**config.mk**
```make
export PLATFORM = sky130hd
export DESIGN_NAME = holy_axi_lite_master_flat
export DESIGN_NICKNAME = d
export VERILOG_FILES = /design/src/rtl/holy_axi_lite_master_if.sv /design/src/rtl/holy_axi_lite_master.sv /design/src/flat_wrapper.sv
export SDC_FILE = /design/constraint.sdc
export NUM_CORES = 1
export LEC_CHECK = 0
export BUFFER_PORTS_ARGS = -buffer_cell sky130_fd_sc_hd__buf_4
export CAP_MARGIN = 20
export CORE_ASPECT_RATIO = 1.4
export CORE_MARGIN = 1
export CORE_UTILIZATION = 35
export CTS_CLUSTER_SIZE = 8
export DETAILED_ROUTE_END_ITERATION = 6
export PLACE_DENSITY = 0.76
export SYNTH_ARGS = -nofsm -noshare
export SYNTH_HDL_FRONTEND = slang
export SYNTH_SLANG_ARGS = --single-unit
```
**constraint.sdc**
```tcl
create_clock -name clk -period 3.2 [get_ports clk]
set_clock_uncertainty 0.05 [all_clocks]
set_input_delay 0.16 -clock clk [delete_from_list [all_inputs] [get_ports clk]]
set_output_delay 0.16 -clock clk [all_outputs]
set_load 0.02 [all_outputs]
```
**src/rtl/holy_axi_lite_master_if.sv**
```systemverilog
// AXI-lite bus bundle (AW, W, B, AR, R) shared by the master and any slave.
// The byte-strobe width follows the data width.
interface axi_lite_if #(
  parameter int ADDR_WIDTH = 32,
  parameter int DATA_WIDTH = 32
);
  localparam int STRB_WIDTH = DATA_WIDTH / 8;

  logic [ADDR_WIDTH-1:0] awaddr;
  logic                  awvalid;
  logic                  awready;

  logic [DATA_WIDTH-1:0] wdata;
  logic [STRB_WIDTH-1:0] wstrb;
  logic                  wvalid;
  logic                  wready;

  logic [1:0]            bresp;
  logic                  bvalid;
  logic                  bready;

  logic [ADDR_WIDTH-1:0] araddr;
  logic                  arvalid;
  logic                  arready;

  logic [DATA_WIDTH-1:0] rdata;
  logic [1:0]            rresp;
  logic                  rvalid;
  logic                  rready;

  modport master (
    output awaddr, awvalid, input awready,
    output wdata, wstrb, wvalid, input wready,
    input  bresp, bvalid, output bready,
    output araddr, arvalid, input arready,
    input  rdata, rresp, rvalid, output rready
  );

  modport slave (
    input  awaddr, awvalid, output awready,
    input  wdata, wstrb, wvalid, output wready,
    output bresp, bvalid, input bready,
    input  araddr, arvalid, output arready,
    output rdata, rresp, rvalid, input rready
  );
endinterface

```
**src/rtl/holy_axi_lite_master.sv**
```systemverilog
// Single-outstanding AXI-lite master. A simple valid/ready request port is
// turned into one AXI-lite read or write; completion is reported with a
// one-cycle rsp_valid pulse carrying read data and an error flag.
module holy_axi_lite_master #(
  parameter int ADDR_WIDTH = 32,
  parameter int DATA_WIDTH = 32
) (
  input  logic                    clk,
  input  logic                    rst_n,
  input  logic                    req_valid,
  output logic                    req_ready,
  input  logic                    req_we,
  input  logic [ADDR_WIDTH-1:0]   req_addr,
  input  logic [DATA_WIDTH-1:0]   req_wdata,
  input  logic [DATA_WIDTH/8-1:0] req_wstrb,
  output logic                    rsp_valid,
  output logic [DATA_WIDTH-1:0]   rsp_rdata,
  output logic                    rsp_err,
  axi_lite_if.master              m_axi_lite
);

  localparam int STRB_WIDTH = DATA_WIDTH / 8;

  typedef enum logic [2:0] {
    IDLE         = 3'd0,
    WR_ADDR_DATA = 3'd1,
    WR_RESP      = 3'd2,
    RD_ADDR      = 3'd3,
    RD_DATA      = 3'd4,
    DONE         = 3'd5
  } state_t;

  state_t                state_q;
  state_t                state_d;

  // Sticky per-channel completion flags for the write address/data phase
  logic                  aw_done_q;
  logic                  aw_done_d;
  logic                  w_done_q;
  logic                  w_done_d;

  // Request captured at acceptance; drives the AXI payload for the whole
  // transaction so later changes on req_* are ignored
  logic                  we_q;
  logic [ADDR_WIDTH-1:0] addr_q;
  logic [DATA_WIDTH-1:0] wdata_q;
  logic [STRB_WIDTH-1:0] wstrb_q;

  // Completion results shown on the response port in DONE
  logic [DATA_WIDTH-1:0] rdata_q;
  logic                  err_q;

  // Channel valid/ready outputs, decoded from registered state only so they
  // never depend combinationally on a ready from the slave
  logic                  awvalid;
  logic                  wvalid;
  logic                  bready;
  logic                  arvalid;
  logic                  rready;

  logic                  req_hs;
  logic                  b_hs;
  logic                  r_hs;
  logic                  b_err;
  logic                  r_err;

  assign req_hs = req_valid && req_ready;
  assign b_hs   = bready && m_axi_lite.bvalid;
  assign r_hs   = rready && m_axi_lite.rvalid;

  // SLVERR (10) and DECERR (11) are errors; OKAY and EXOKAY are not
  assign b_err  = (m_axi_lite.bresp == 2'b10) || (m_axi_lite.bresp == 2'b11);
  assign r_err  = (m_axi_lite.rresp == 2'b10) || (m_axi_lite.rresp == 2'b11);

  // State and write-phase tracking flags
  always_ff @(posedge clk or negedge rst_n) begin
    if (!rst_n) begin
      state_q   <= IDLE;
      aw_done_q <= 1'b0;
      w_done_q  <= 1'b0;
    end else begin
      state_q   <= state_d;
      aw_done_q <= aw_done_d;
      w_done_q  <= w_done_d;
    end
  end

  // Next-state decode and per-state handshake outputs
  always_comb begin
    state_d   = state_q;
    aw_done_d = aw_done_q;
    w_done_d  = w_done_q;
    req_ready = 1'b0;
    rsp_valid = 1'b0;
    awvalid   = 1'b0;
    wvalid    = 1'b0;
    bready    = 1'b0;
    arvalid   = 1'b0;
    rready    = 1'b0;

    case (state_q)
      IDLE: begin
        req_ready = 1'b1;
        aw_done_d = 1'b0;
        w_done_d  = 1'b0;
        if (req_valid) begin
          state_d = req_we ? WR_ADDR_DATA : RD_ADDR;
        end
      end

      WR_ADDR_DATA: begin
        // Each channel keeps its valid up until its own handshake; the
        // flags let AW and W finish in either order or together
        awvalid   = !aw_done_q;
        wvalid    = !w_done_q;
        aw_done_d = aw_done_q || (awvalid && m_axi_lite.awready);
        w_done_d  = w_done_q  || (wvalid  && m_axi_lite.wready);
        if (aw_done_d && w_done_d) begin
          state_d   = WR_RESP;
          aw_done_d = 1'b0;
          w_done_d  = 1'b0;
        end
      end

      WR_RESP: begin
        bready = 1'b1;
        if (m_axi_lite.bvalid) begin
          state_d = DONE;
        end
      end

      RD_ADDR: begin
        arvalid = 1'b1;
        if (m_axi_lite.arready) begin
          state_d = RD_DATA;
        end
      end

      RD_DATA: begin
        rready = 1'b1;
        if (m_axi_lite.rvalid) begin
          state_d = DONE;
        end
      end

      DONE: begin
        rsp_valid = 1'b1;
        state_d   = IDLE;
      end

      default: begin
        // Unreachable encodings fall back to IDLE on the next clock
        state_d   = IDLE;
        aw_done_d = 1'b0;
        w_done_d  = 1'b0;
      end
    endcase
  end

  // Request latch at acceptance and response capture on B/R handshakes
  always_ff @(posedge clk or negedge rst_n) begin
    if (!rst_n) begin
      we_q    <= 1'b0;
      addr_q  <= '0;
      wdata_q <= '0;
      wstrb_q <= '0;
      rdata_q <= '0;
      err_q   <= 1'b0;
    end else begin
      if (req_hs) begin
        we_q    <= req_we;
        addr_q  <= req_addr;
        wdata_q <= req_wdata;
        wstrb_q <= req_wstrb;
        rdata_q <= '0;
        err_q   <= 1'b0;
      end
      if ((state_q == WR_RESP) && b_hs) begin
        err_q <= b_err;
      end
      if ((state_q == RD_DATA) && r_hs) begin
        rdata_q <= m_axi_lite.rdata;
        err_q   <= r_err;
      end
    end
  end

  assign m_axi_lite.awaddr  = addr_q;
  assign m_axi_lite.awvalid = awvalid;
  assign m_axi_lite.wdata   = wdata_q;
  assign m_axi_lite.wstrb   = wstrb_q;
  assign m_axi_lite.wvalid  = wvalid;
  assign m_axi_lite.bready  = bready;
  assign m_axi_lite.araddr  = addr_q;
  assign m_axi_lite.arvalid = arvalid;
  assign m_axi_lite.rready  = rready;

  // A write completion never carries read data
  assign rsp_rdata = we_q ? '0 : rdata_q;
  assign rsp_err   = err_q;

endmodule

```
**src/flat_wrapper.sv**
```systemverilog
// flat-port wrapper written by rule: the top's interface ports become plain ports
module holy_axi_lite_master_flat 
#(
  parameter int ADDR_WIDTH = 32,
  parameter int DATA_WIDTH = 32
)
  (clk, rst_n, req_valid, req_ready, req_we, req_addr, req_wdata, req_wstrb, rsp_valid, rsp_rdata, rsp_err, m_axi_lite_awaddr, m_axi_lite_awvalid, m_axi_lite_awready, m_axi_lite_wdata, m_axi_lite_wstrb, m_axi_lite_wvalid, m_axi_lite_wready, m_axi_lite_bresp, m_axi_lite_bvalid, m_axi_lite_bready, m_axi_lite_araddr, m_axi_lite_arvalid, m_axi_lite_arready, m_axi_lite_rdata, m_axi_lite_rresp, m_axi_lite_rvalid, m_axi_lite_rready);
  axi_lite_if #(.ADDR_WIDTH(ADDR_WIDTH), .DATA_WIDTH(DATA_WIDTH)) m_axi_lite_i ();
  input  logic clk;
  input  logic rst_n;
  input  logic req_valid;
  output logic req_ready;
  input  logic req_we;
  input  logic [ADDR_WIDTH-1:0] req_addr;
  input  logic [DATA_WIDTH-1:0] req_wdata;
  input  logic [DATA_WIDTH/8-1:0] req_wstrb;
  output logic rsp_valid;
  output logic [DATA_WIDTH-1:0] rsp_rdata;
  output logic rsp_err;
  output wire logic [$bits(m_axi_lite_i.awaddr)-1:0] m_axi_lite_awaddr;
  output wire logic [$bits(m_axi_lite_i.awvalid)-1:0] m_axi_lite_awvalid;
  input wire logic [$bits(m_axi_lite_i.awready)-1:0] m_axi_lite_awready;
  output wire logic [$bits(m_axi_lite_i.wdata)-1:0] m_axi_lite_wdata;
  output wire logic [$bits(m_axi_lite_i.wstrb)-1:0] m_axi_lite_wstrb;
  output wire logic [$bits(m_axi_lite_i.wvalid)-1:0] m_axi_lite_wvalid;
  input wire logic [$bits(m_axi_lite_i.wready)-1:0] m_axi_lite_wready;
  input wire logic [$bits(m_axi_lite_i.bresp)-1:0] m_axi_lite_bresp;
  input wire logic [$bits(m_axi_lite_i.bvalid)-1:0] m_axi_lite_bvalid;
  output wire logic [$bits(m_axi_lite_i.bready)-1:0] m_axi_lite_bready;
  output wire logic [$bits(m_axi_lite_i.araddr)-1:0] m_axi_lite_araddr;
  output wire logic [$bits(m_axi_lite_i.arvalid)-1:0] m_axi_lite_arvalid;
  input wire logic [$bits(m_axi_lite_i.arready)-1:0] m_axi_lite_arready;
  input wire logic [$bits(m_axi_lite_i.rdata)-1:0] m_axi_lite_rdata;
  input wire logic [$bits(m_axi_lite_i.rresp)-1:0] m_axi_lite_rresp;
  input wire logic [$bits(m_axi_lite_i.rvalid)-1:0] m_axi_lite_rvalid;
  output wire logic [$bits(m_axi_lite_i.rready)-1:0] m_axi_lite_rready;
  assign m_axi_lite_awaddr = m_axi_lite_i.awaddr;
  assign m_axi_lite_awvalid = m_axi_lite_i.awvalid;
  assign m_axi_lite_i.awready = m_axi_lite_awready;
  assign m_axi_lite_wdata = m_axi_lite_i.wdata;
  assign m_axi_lite_wstrb = m_axi_lite_i.wstrb;
  assign m_axi_lite_wvalid = m_axi_lite_i.wvalid;
  assign m_axi_lite_i.wready = m_axi_lite_wready;
  assign m_axi_lite_i.bresp = m_axi_lite_bresp;
  assign m_axi_lite_i.bvalid = m_axi_lite_bvalid;
  assign m_axi_lite_bready = m_axi_lite_i.bready;
  assign m_axi_lite_araddr = m_axi_lite_i.araddr;
  assign m_axi_lite_arvalid = m_axi_lite_i.arvalid;
  assign m_axi_lite_i.arready = m_axi_lite_arready;
  assign m_axi_lite_i.rdata = m_axi_lite_rdata;
  assign m_axi_lite_i.rresp = m_axi_lite_rresp;
  assign m_axi_lite_i.rvalid = m_axi_lite_rvalid;
  assign m_axi_lite_rready = m_axi_lite_i.rready;
  holy_axi_lite_master #(.ADDR_WIDTH(ADDR_WIDTH), .DATA_WIDTH(DATA_WIDTH)) u_core (.clk(clk), .rst_n(rst_n), .req_valid(req_valid), .req_ready(req_ready), .req_we(req_we), .req_addr(req_addr), .req_wdata(req_wdata), .req_wstrb(req_wstrb), .rsp_valid(rsp_valid), .rsp_rdata(rsp_rdata), .rsp_err(rsp_err), .m_axi_lite(m_axi_lite_i));
endmodule
```
==> metrics.txt <==
#FFs+latches synth 107; DR WL met2 6.92 mm; Arrival @ worst endpoint 2.35 ns; metal3 WL 545 um; Hold Path Class in2reg; via count 3732; yosys synthesis warning count 0; Final Util 0.586; CTS Buf Count 9; Slew headroom 0.470; metal1 wirelength 4.99 mm; PortBufs 250; Placed Instances 686; fmax 471 MHz; Die Width 98.7 um; first-pass GRT wire length 19.4 mm; top layer in use met4; finished layout cell area 0.00751 mm^2; largest net degree at the start of global routing 108; pre-CTS setup slack 1.07 ns; syn_nets 447; fraction of layout cells with a size suffix above 1 0.520; Rows 49; Hold Fails Final Rpt 0; syn avg cell area 13.8 um^2; RSZ-0062 raised after global routing false; R2R depth 5; Root Driver clkbuf_16; Power Total 7.48 mW; final antenna-violating net count 0; Pre-antenna DRT Iters 4; Mapped Area 0.00458 mm^2; peak supply drop 0.574 mV; Max Slew Vio Count 0; routability cong. 0.763; placed inst area 0.00631 mm^2; vias in the first global route 3917; CTS hold repair buffers 87; wire per inst 16.1 um; Non-Filler Instances 792; Die Y 137 um; Most used DFF post-synth dfrtp_1; DRC 0; Setup TNS 0 ns; Overall Global Routing Usage 0.184; Pwr Density 996 mW/mm^2; latest clock arrival within the worst-skew pair 0.33 ns; slew at the pin closest to its max-slew limit 0.794 ns; ys async rst share 1.00; area growth from synthesis to layout 63.8%; Clock transition at path regs 0.08 ns; Nets 747; EDFF count, synth 0; crit share post-route 0.664; Die ar. 0.0136 mm^2; critical path class reg2reg; setup bufs post-CTS 0; routed vias/inst 4.71; startpoint type of the worst setup path flop; Overflow after GRT 0; worst setup margin 1.07 ns; post-cts sizing count 0; crit path capture type flop; Leak 3.68 nW; CTS tree yes; H-tree depth 3; Period minus WS final 2.13 ns; max cap viols 0; largest buffer count on any clock path 2; Core Area 0.0128 mm^2; initial core utilization 0.358; Routed WL 12.8 mm; TritonCTS Sinks 107; Synth Instances 333; Cell variety after synth 30; Hold WS 0.0115 ns; worst endpoint required time 3.42 ns; initial antenna violation count 0; DRT iter0 DRCs 96; # IOs 253; sequential element share of the synthesized area 0.584; status finished, final reports clean; Hold Path Cell Cnt 2; crit path max fanout 63; final setup vio count 0; Final HPWL DP 8.07 mm
-- path summary, 6_finish.rpt --
| check | start | endpoint | slack [ns] |
|---|---|---|---|
| hold / removal | m_axi_lite_rdata[29] | u_core.rdata_q[29] | 0.01 |
| min in group asynchronous | rst_n | u_core.state_q[2] | 0.35 |
| hold reg to reg | u_core.rdata_q[11] | u_core.rdata_q[11] | 0.45 |
| max in group asynchronous | rst_n | u_core.rdata_q[9] | 2.24 |
| setup reg to reg | u_core.state_q[0] | u_core.rsp_err | 1.07 |
| setup / recovery | u_core.state_q[0] | u_core.rsp_err | 1.07 |
-- layout by cell type (no fill, tap or decap), types with 3 or more instances in the layout --
cell             n
mux2_2          59
buf_4          251
nor2_1           4
clkbuf_16        9
inv_1            3
a21oi_1          4
and3_1           4
clkinv_4         3
mux2_1          11
nor2b_1         33
nor3_1           4
a22o_1          32
dlygate4sd3_1   88
dfrtp_1        107
-- cells in the mapped netlist, types with 2 or more instances --
| library cell | n | area, um^2 |
|---|---|---|
| buf_6 | 2 | 22.5 |
| nor3_1 | 4 | 20.0 |
| or3_1 | 2 | 12.5 |
| clkbuf_1 | 3 | 11.3 |
| a21oi_1 | 4 | 20.0 |
| nand2_1 | 2 | 7.51 |
| mux2i_1 | 2 | 20.0 |
| nor2b_1 | 33 | 206 |
| nand3_1 | 2 | 10.0 |
| nor2_1 | 4 | 15.0 |
| mux2_2 | 59 | 664 |
| dfrtp_1 | 107 | 2680 |
| buf_2 | 7 | 35.0 |
| a22o_1 | 32 | 280 |
| inv_1 | 3 | 11.3 |
| and3_1 | 4 | 25.0 |
| mux2_1 | 11 | 124 |
| buf_4 | 39 | 293 |
| buf_8 | 2 | 30.0 |
-- per-layer routing --
layer,vias to the layer above,track usage
met1,1824,0.213
li1,1729,-
met3,22,0.0320
met4,0,0.0821
met5,-,0
met2,157,0.333
-- cells by family after synthesis --
logic type | synth area share
buf+inv | 0.0879
mux | 0.176
simple gates | 0.0726
compound gates | 0.0764
flops | 0.584
fa+ha+maj | 0.00273
-- sequential cells by signal (all words and copies together), names as in the netlist --
register                  flops
u_core.m_axi_lite.wstrb       4
u_core.rdata_q               32
u_core.m_axi_lite.wdata      32
u_core.w_done_q               1
u_core.aw_done_q              1
u_core.rsp_err                1
u_core.m_axi_lite.araddr     32
u_core.state_q                3
u_core.we_q                   1
-- critical path: stages (launching register included) --
cell	delay, ns
dfrtp_1	0.53
nor3_2	0.09
and2_4	0.22
buf_12	0.21
nor2_4	0.66
a221o_1	0.27
-- cell type report --
cell class	instances	area [um^2]
fillers	1028	5300
diodes	1	2.50
multi-input cells	170	1510
flip-flops and latches	107	2680
clock inverters	6	48.8
inverters	3	11.3
clock buffers	10	239
well taps	153	191
repair buffers	342	2830
-- power breakdown --
part	internal [mW]	total, mW	switching (mW)
registers	2.02	2.51	0.491
clock network	0.558	1.06	0.506
logic	1.91	3.90	1.99
total	4.49	7.48	2.99
Power figures use the tool's default switching activity.
